==> src/rtl/alu_operand_sequencer.sv <==
// Step-button driven operand entry for the 4-bit ALU: debounce, X/Y/F capture, result hold.
// Optional ALU_SEQ_LIVE_FSEL_EN: in SHOW, f and result follow the function switches live.
module alu_operand_sequencer #(
  parameter int DEBOUNCE_CYCLES = 250000,
  parameter int CNT_W           = 18
) (
  input  logic       clk,
  input  logic       rst,
  input  logic       btn,
  input  logic [3:0] din,
  input  logic [1:0] fsel,
  input  logic [3:0] alu_out,
  output logic [3:0] x,
  output logic [3:0] y,
  output logic [1:0] f,
  output logic [3:0] result,
  output logic       result_valid,
  output logic [1:0] state
);

  typedef enum logic [1:0] {
    GET_X = 2'b00,
    GET_Y = 2'b01,
    EXEC  = 2'b10,
    SHOW  = 2'b11
  } state_t;

  state_t state_q, state_d;

  logic             btn_meta, btn_sync;
  logic             db_level, db_level_q;
  logic [CNT_W-1:0] db_cnt;
  logic             press;

  logic [3:0] x_d, y_d, result_d;
  logic [1:0] f_d;
  logic       valid_d;

  always_ff @(posedge clk or posedge rst) begin
    if (rst) begin
      btn_meta <= 1'b0;
      btn_sync <= 1'b0;
    end else begin
      btn_meta <= btn;
      btn_sync <= btn_meta;
    end
  end

  // The level only moves after DEBOUNCE_CYCLES consecutive differing samples.
  always_ff @(posedge clk or posedge rst) begin
    if (rst) begin
      db_level   <= 1'b0;
      db_level_q <= 1'b0;
      db_cnt     <= '0;
    end else begin
      db_level_q <= db_level;
      if (btn_sync == db_level) begin
        db_cnt <= '0;
      end else if (db_cnt == CNT_W'(DEBOUNCE_CYCLES - 1)) begin
        db_level <= btn_sync;
        db_cnt   <= '0;
      end else begin
        db_cnt <= db_cnt + 1'b1;
      end
    end
  end

  assign press = db_level & ~db_level_q;

  always_ff @(posedge clk or posedge rst) begin
    if (rst) begin
      state_q      <= GET_X;
      x            <= 4'd0;
      y            <= 4'd0;
      f            <= 2'd0;
      result       <= 4'd0;
      result_valid <= 1'b0;
    end else begin
      state_q      <= state_d;
      x            <= x_d;
      y            <= y_d;
      f            <= f_d;
      result       <= result_d;
      result_valid <= valid_d;
    end
  end

  // EXEC is a single settling cycle for the combinational ALU; presses there are ignored.
  always_comb begin
    state_d  = state_q;
    x_d      = x;
    y_d      = y;
    f_d      = f;
    result_d = result;
    valid_d  = result_valid;
    case (state_q)
      GET_X: begin
        if (press) begin
          x_d     = din;
          valid_d = 1'b0;
          state_d = GET_Y;
        end
      end
      GET_Y: begin
        if (press) begin
          y_d     = din;
          f_d     = fsel;
          state_d = EXEC;
        end
      end
      EXEC: begin
        result_d = alu_out;
        valid_d  = 1'b1;
        state_d  = SHOW;
      end
      SHOW: begin
`ifdef ALU_SEQ_LIVE_FSEL_EN
        f_d      = fsel;
        result_d = alu_out;
`else
        f_d      = f;
`endif
        if (press) begin
          state_d = GET_X;
        end
      end
      default: state_d = GET_X;
    endcase
  end

  assign state = state_q;

endmodule

==> config.mk <==
export PLATFORM = sky130hd
export DESIGN_NAME = alu_operand_sequencer
export DESIGN_NICKNAME = d
export VERILOG_FILES = /design/src/rtl/alu_operand_sequencer.sv
export SDC_FILE = /design/constraint.sdc
export NUM_CORES = 1
export LEC_CHECK = 0
export BUFFER_PORTS_ARGS = -buffer_cell sky130_fd_sc_hd__buf_2
export CAP_MARGIN = 20
export CORE_AREA = 3 3 85 47
export DETAILED_ROUTE_END_ITERATION = 12
export DIE_AREA = 0 0 88 50
export PLACE_DENSITY_LB_ADDON = 0.15
export SYNTH_ARGS = -nofsm -noshare
export SYNTH_HDL_FRONTEND = slang
export SYNTH_SLANG_ARGS = --single-unit
==> constraint.sdc <==
create_clock -name clk -period 3.7 [get_ports clk]
set_input_delay 0.37 -clock clk [delete_from_list [all_inputs] [get_ports clk]]
set_output_delay 0.37 -clock clk [all_outputs]
set_load 0.02 [all_outputs]
==> results of run 1 <==
## flip-flops by register name (all words and copies together) (netlist names)
register      flops
btn_meta          1
btn_sync          1
db_cnt           18
db_level          1
db_level_q        1
f                 2
result            4
result_valid      1
state             2
x                 4
y                 4
## routing by layer
metal  GRT usage  share of wire  up-vias
met3      0.0551          0.067        5
li1            -              -      592
met5           0              0        -
met2       0.251           0.45       40
met4      0.0663          0.011        0
met1       0.243           0.47      597
## power breakdown
| part | switching [uW] | internal [uW] |
|---|---|---|
| clock network | 131 | 125 |
| registers | 5.52 | 436 |
| logic | 27.0 | 20.2 |
| total | 163 | 581 |
## per-stage QoR
step	setup WS [ns]	util	std cells
2_1_floorplan	1.98	-	152
3_3_place_gp	1.64	0.590	222
3_5_place_dp	1.50	0.590	222
4_1_cts	1.49	0.612	228
5_1_grt	1.35	0.623	230
6_report	1.53	0.623	230
## path summary, 6_finish.rpt
path	slack (ns)	to	cells after the start
worst max-delay path	1.53	db_cnt[3]	4
worst min-delay path	0.19	btn_meta	1
worst max register to register	1.53	db_cnt[3]	4
worst min register to register	0.35	btn_sync	0
max in group asynchronous	2.53	db_cnt[13]	5
min in group asynchronous	0.55	f[0]	3
## repair_timing
item | in CTS | in global routing
endpoints found under the hold margin | 0 | 3
setup buffers | 0 | 0
hold buffers | 0 | 1
## cells by family (layout without fill, tap and decap cells)
family	Yosys count	in the layout	share of synthesized area
DFF	39	39	0.552
and+or+nand+nor	61	61	0.174
buffers and inverters	9	45	0.0233
xor gates and xnor gates	15	15	0.0743
adders and majority gates	6	6	0.0424
muxes	17	17	0.107
AOI/OAI and AO/OA	5	5	0.0269
## worst max-delay path: cells and delay by family (launching register included)
kind                       cells  cell delay [ns]
and+or+nand+nor                2             0.48
adders and majority gates      1             0.22
DFF                            1             0.39
AOI/OAI and AO/OA              1             0.92
## placed cells by master, fill, tap and decap left out, drive strengths merged
cell type,netlist,final
dfrtp,39,39
buf,1,31
nor2,22,22
mux2,16,16
xnor2,12,12
nand2,9,9
nor3,8,8
inv,7,7
nand3,6,6
ha,6,6
clkbuf,1,6
nand4,5,5
nor4,5,5
a21oi,3,3
xor2,3,3
nand2b,2,2
or3,2,2
nor2b,1,1
nor4b,1,1
o41ai,1,1
o21ai,1,1
mux2i,1,1
dlygate4sd3,0,1
## final cells by class
class                   instances  area, um2
clock buffers                   6       72.6
fillers                       278       1250
inverters                       7       26.3
multi-input cells             104        752
flip-flops and latches         39        976
well taps                      42       52.6
repair buffers                 32        190
## cells in the mapped netlist, types with 2 or more instances
library cell  number  area [um2]
nand4_1            4        25.0
mux2_2            16         180
a21oi_1            3        15.0
nand3_1            6        30.0
or3_1              2        12.5
inv_1              7        26.3
dfrtp_1           39         976
nor4_1             4        25.0
nor2_1            22        82.6
nand2b_1           2        12.5
nor3_1             8        40.0
xor2_1             3        26.3
nand2_1            9        33.8
xnor2_1           12         105
ha_1               6        75.1
==> metrics.txt, run 1 <==
pins over their slew limit 0; Pre-antenna DRT Iters 4; dpl cell area 1960 um2; core area 3320 um2; maximum vdd ir drop 0.253 mV; DRC marker count from the first detailed-route iteration 55; synthesized net count 171; Finish-stage setup viols 0; drt wl/cell 14.4 um; Synth Flop Type dfrtp_1; number of flops mapped to enable cells by yosys 0; Final ANT Viol Nets 0; max incr delay on CP 0.92 ns; die area 4400 um2; Syn Inst Count 152; H-tree levels 2; CP endpoint kind flip-flop; startpoint types flip-flop; clock buffer depth 2; diode count 0; min Tclk post-route 2.17 ns; Hold Worst Slack 0.190 ns; Critical Path Fanout Max 17; #FFs+latches synth 39; WS Path Type flip-flop to flip-flop; synth warn 0; via/cell ratio 5.37; Final nets 208; Final Hold Fails 0; Crit path arrival time 2.30 ns; Skew-Pair Late Insertion Delay 0.29 ns; share of cells above drive strength 1 0.298; CTS tree built; relative slew slack 0.420; syn_area_per_cell 11.6 um2; final WL 3320 um; largest net degree at the start of global routing 28; Reg clk slew, reported paths 0.07 ns; max-cap violations 0; RSZ-0062 raised after global routing no; Port Buffers 29; total clock sinks 39; Layout area overhead 17.0%; synthesized area 1770 um2; sequential fraction of the synthesis area 0.552; Congestion Overflow GR 0; Placement Rows 15; DP HPWL 2560 um; DRC 0; Leak 0.000958 uW; Worst path slowest cell o41ai_4; # IOs 30; initial antenna violation count 0; CP required 3.83 ns; post-synthesis async set-or-reset flop share 1.00; CTS Buf Count 5; Resized cells post-CTS 0; crit share post-route 0.587; worst r2r src db_cnt[0]; CTS Root Cell clkbuf_8; status finished, final reports clean; TNS Setup 0 ns; Min-Delay Path Class input pin to flip-flop; Tightest Pin Transition 0.868 ns; highest clock rate 0.460 GHz; total power draw 744 uW; routed via count 1234; RePlAce Congestion 0.760; hold_sp btn; DIE HEIGHT 50 um; worst path cell trace ha_1, nand4_1, o41ai_4, nor2_1; clk_skew 0.00259 ns; Pwr Density 360 nW/um2; Unique masters post-synth 24; global-route wire length before repair 5620 um; cell area after layout 2070 um2; crit path from db_cnt[0]; All-Layer GR Usage 0.174; vias in the first global route 1208; Die X 88 um; initial core utilization 0.533
Note: power is estimated with default switching activity, not from simulation.
==> run 2: changes to the inputs <==
--- a/config.mk
+++ b/config.mk
@@ -5,11 +5,12 @@
 export SDC_FILE = /design/constraint.sdc
 export NUM_CORES = 1
 export LEC_CHECK = 0
+export ABC_AREA = 1
 export BUFFER_PORTS_ARGS = -buffer_cell sky130_fd_sc_hd__buf_2
 export CAP_MARGIN = 20
-export CORE_AREA = 3 3 85 47
+export CORE_AREA = 3 3 91 50
 export DETAILED_ROUTE_END_ITERATION = 12
-export DIE_AREA = 0 0 88 50
+export DIE_AREA = 0 0 94 53
 export PLACE_DENSITY_LB_ADDON = 0.15
 export SYNTH_ARGS = -nofsm -noshare
 export SYNTH_HDL_FRONTEND = slang
==> constraint.sdc (replaced) <==
create_clock -name clk -period 1.8 [get_ports clk]
set_input_delay 0.18 -clock clk [delete_from_list [all_inputs] [get_ports clk]]
set_output_delay 0.18 -clock clk [all_outputs]
set_load 0.02 [all_outputs]
==> metrics.txt, run 2 <==
status finished, violations left; failing checks negative hold slack; gr busiest metal met2; number of flops mapped to enable cells by yosys 0; GRT met3 Usage 0.0497; number of flip-flops under the largest register name 18; Critical Path Fanout Max 4; maximum vdd ir drop 0.482 mV; area leader, netlist dfrtp_1; Post-synth top cells 39 x dfrtp_1, 36 x nand2_1, 35 x nor2_1, 21 x inv_1, 13 x o21ai_0; Port Buffers 29; CTS Root Cell clkbuf_8; initial antenna violation count 0; diode count 0; clock buffer depth 2; vias in the first global route 1362; Congestion Overflow GR 0; FILL cells 361; All-Layer GR Usage 0.162; count leader, synth dfrtp_1; Min-Delay Path Class input pin to async pin; Layout area overhead 18.7%; final WL 3500 um; DRC marker count from the first detailed-route iteration 55; CTS Buf Count 5; max-cap violations 0; relative slew slack 0.677; Multi-input gate area 822 um2; RSZ-0062 raised after global routing no; Final ANT Viol Nets 0; global-route wire length before repair 6090 um; synthesized net count 224; synth warn 0; Worst path slowest cell o31ai_1; Pwr Density 779 nW/um2; #FFs+latches synth 39; Skew-Pair Late Insertion Delay 0.29 ns; dpl cell area 2100 um2; share of cells above drive strength 1 0.254; TNS Setup 0 ns; startpoint types flip-flop; via/cell ratio 4.76; Finish-stage setup viols 0; RePlAce Congestion 0.853; Hold Worst Slack -0.0141 ns; post-synthesis async set-or-reset flop share 1.00; Pre-antenna DRT Iters 4; most frequent cells in the layout 39 x dfrtp_1, 36 x nand2_1, 35 x nor2_1; Syn Inst Count 205; Final nets 262; CP most frequent cell o21ai_0; largest net degree at the start of global routing 40; drt wl/cell 11.7 um; Tightest Pin Transition 0.485 ns; routing usage on met2 0.283; routed via count 1418; synthesized area 1880 um2; # IOs 30; DRC 0; die area 4980 um2; worst path cell trace inv_1, ha_1, o31ai_1, o21ai_0, o21ai_0; CTS tree built; max incr delay on CP 0.44 ns; Reg clk slew, reported paths 0.08 ns; clk_skew 0.00431 ns; min Tclk post-route 1.58 ns; highest clock rate 0.634 GHz; Final Hold Fails 39; CP required 2.01 ns; cell area after layout 2230 um2; Unique masters post-synth 23; initial core utilization 0.494; WS Path Type flip-flop to flip-flop; Leak 0.00109 uW; Placement Rows 16; Crit path arrival time 1.79 ns; H-tree levels 2; Synth Flop Type dfrtp_1; sequential cell area 976 um2; core area 3800 um2; main area contributors after synthesis dfrtp_1 52%, nand2_1 7.2%, nor2_1 7.0%; postcts setup bufs 0; share of the synthesized area in the top cell type 0.519; commonest non-fill, non-tap cell in the layout dfrtp_1; syn_area_per_cell 9.17 um2; sequential fraction of the synthesis area 0.519; Global Route met1 Usage 0.200; crit share post-route 0.876; DIE HEIGHT 53 um; Reg with most FFs db_cnt; CP endpoint kind flip-flop; Die X 94 um; DP HPWL 2660 um; total clock sinks 39; pins over their slew limit 0
-- run 2: cell count changes after synthesis, moves of 6 or more --
cell / previous run / this run
nand2_1: 9 / 36
inv_1: 7 / 21
o21ai_0: 1 / 13
mux2_2: 16 / 6
nor3_1: 8 / 2
xnor2_1: 12 / 2
nor2_1: 22 / 35
-- run 2: cell type report --
cell class | count | share of cell area
Sequential cell | 39 | 0.437
Multi-Input combinational cell | 144 | 0.368
Timing Repair Buffer | 31 | 0.0729
Clock buffer | 6 | 0.0370
Inverter | 22 | 0.0370
Tap cell | 54 | 0.0303
Clock inverter | 2 | 0.0174
-- run 2: final timing paths --
path                            cells after the start         to        from  slack (ns)
worst min-delay path                                3  db_cnt[0]         rst       -0.01
min in group clk                                    2  result[0]  alu_out[0]        0.11
worst max register to register                      5   state[0]    state[0]        0.22
max in group asynchronous                           3   btn_meta         rst        1.48
worst max-delay path                                5   state[0]    state[0]        0.22
worst min register to register                      0   btn_sync    btn_meta        0.35
-- run 2: layer usage --
layer / vias to the layer above / wire, um
li1: 723 / -
met1: 667 / 1670
met2: 23 / 1630
met3: 5 / 157
met4: 0 / 33
met5: - / 0
-- run 2: repair_timing --
action                    in CTS  in global routing
resized for setup              0                  0
hold endpoints to repair       1                  0
hold buffers                   1                  0
-- run 2: stage by stage --
stage          hold WS [ns]  setup WS (ns)  power [uW]  utilization  std cells
6_report            -0.0141          0.223        1740        0.587        298
5_1_grt              0.0318         0.0515        1810        0.587        298
4_1_cts            0.000935          0.230        1760        0.587        298
3_5_place_dp          0.294          0.255         972        0.552        289
3_3_place_gp          0.288          0.418         970        0.552        289
2_1_floorplan         0.211          0.374         944            -        205
-- run 2: critical path: cells and delay by family, from the launching register on --
kind	cells	cell delay [ns]
DFF	1	0.43
adders and majority gates	1	0.22
buffers and inverters	1	0.11
AOI/OAI and AO/OA	3	0.74
-- run 2: where the power goes --
group          leakage (uW)  internal, uW  switching [uW]  total (uW)
combinational      0.000532          22.1            38.7        60.8
clock             0.0000618           456             329         785
sequential         0.000491           885            7.37         892
-- run 2: kinds of logic after synthesis --
logic type	synth area share
buffers and inverters	0.0439
AOI/OAI and AO/OA	0.0532
DFF	0.519
muxes	0.0359
xor gates and xnor gates	0.0419
adders and majority gates	0.0399
and+or+nand+nor	0.266
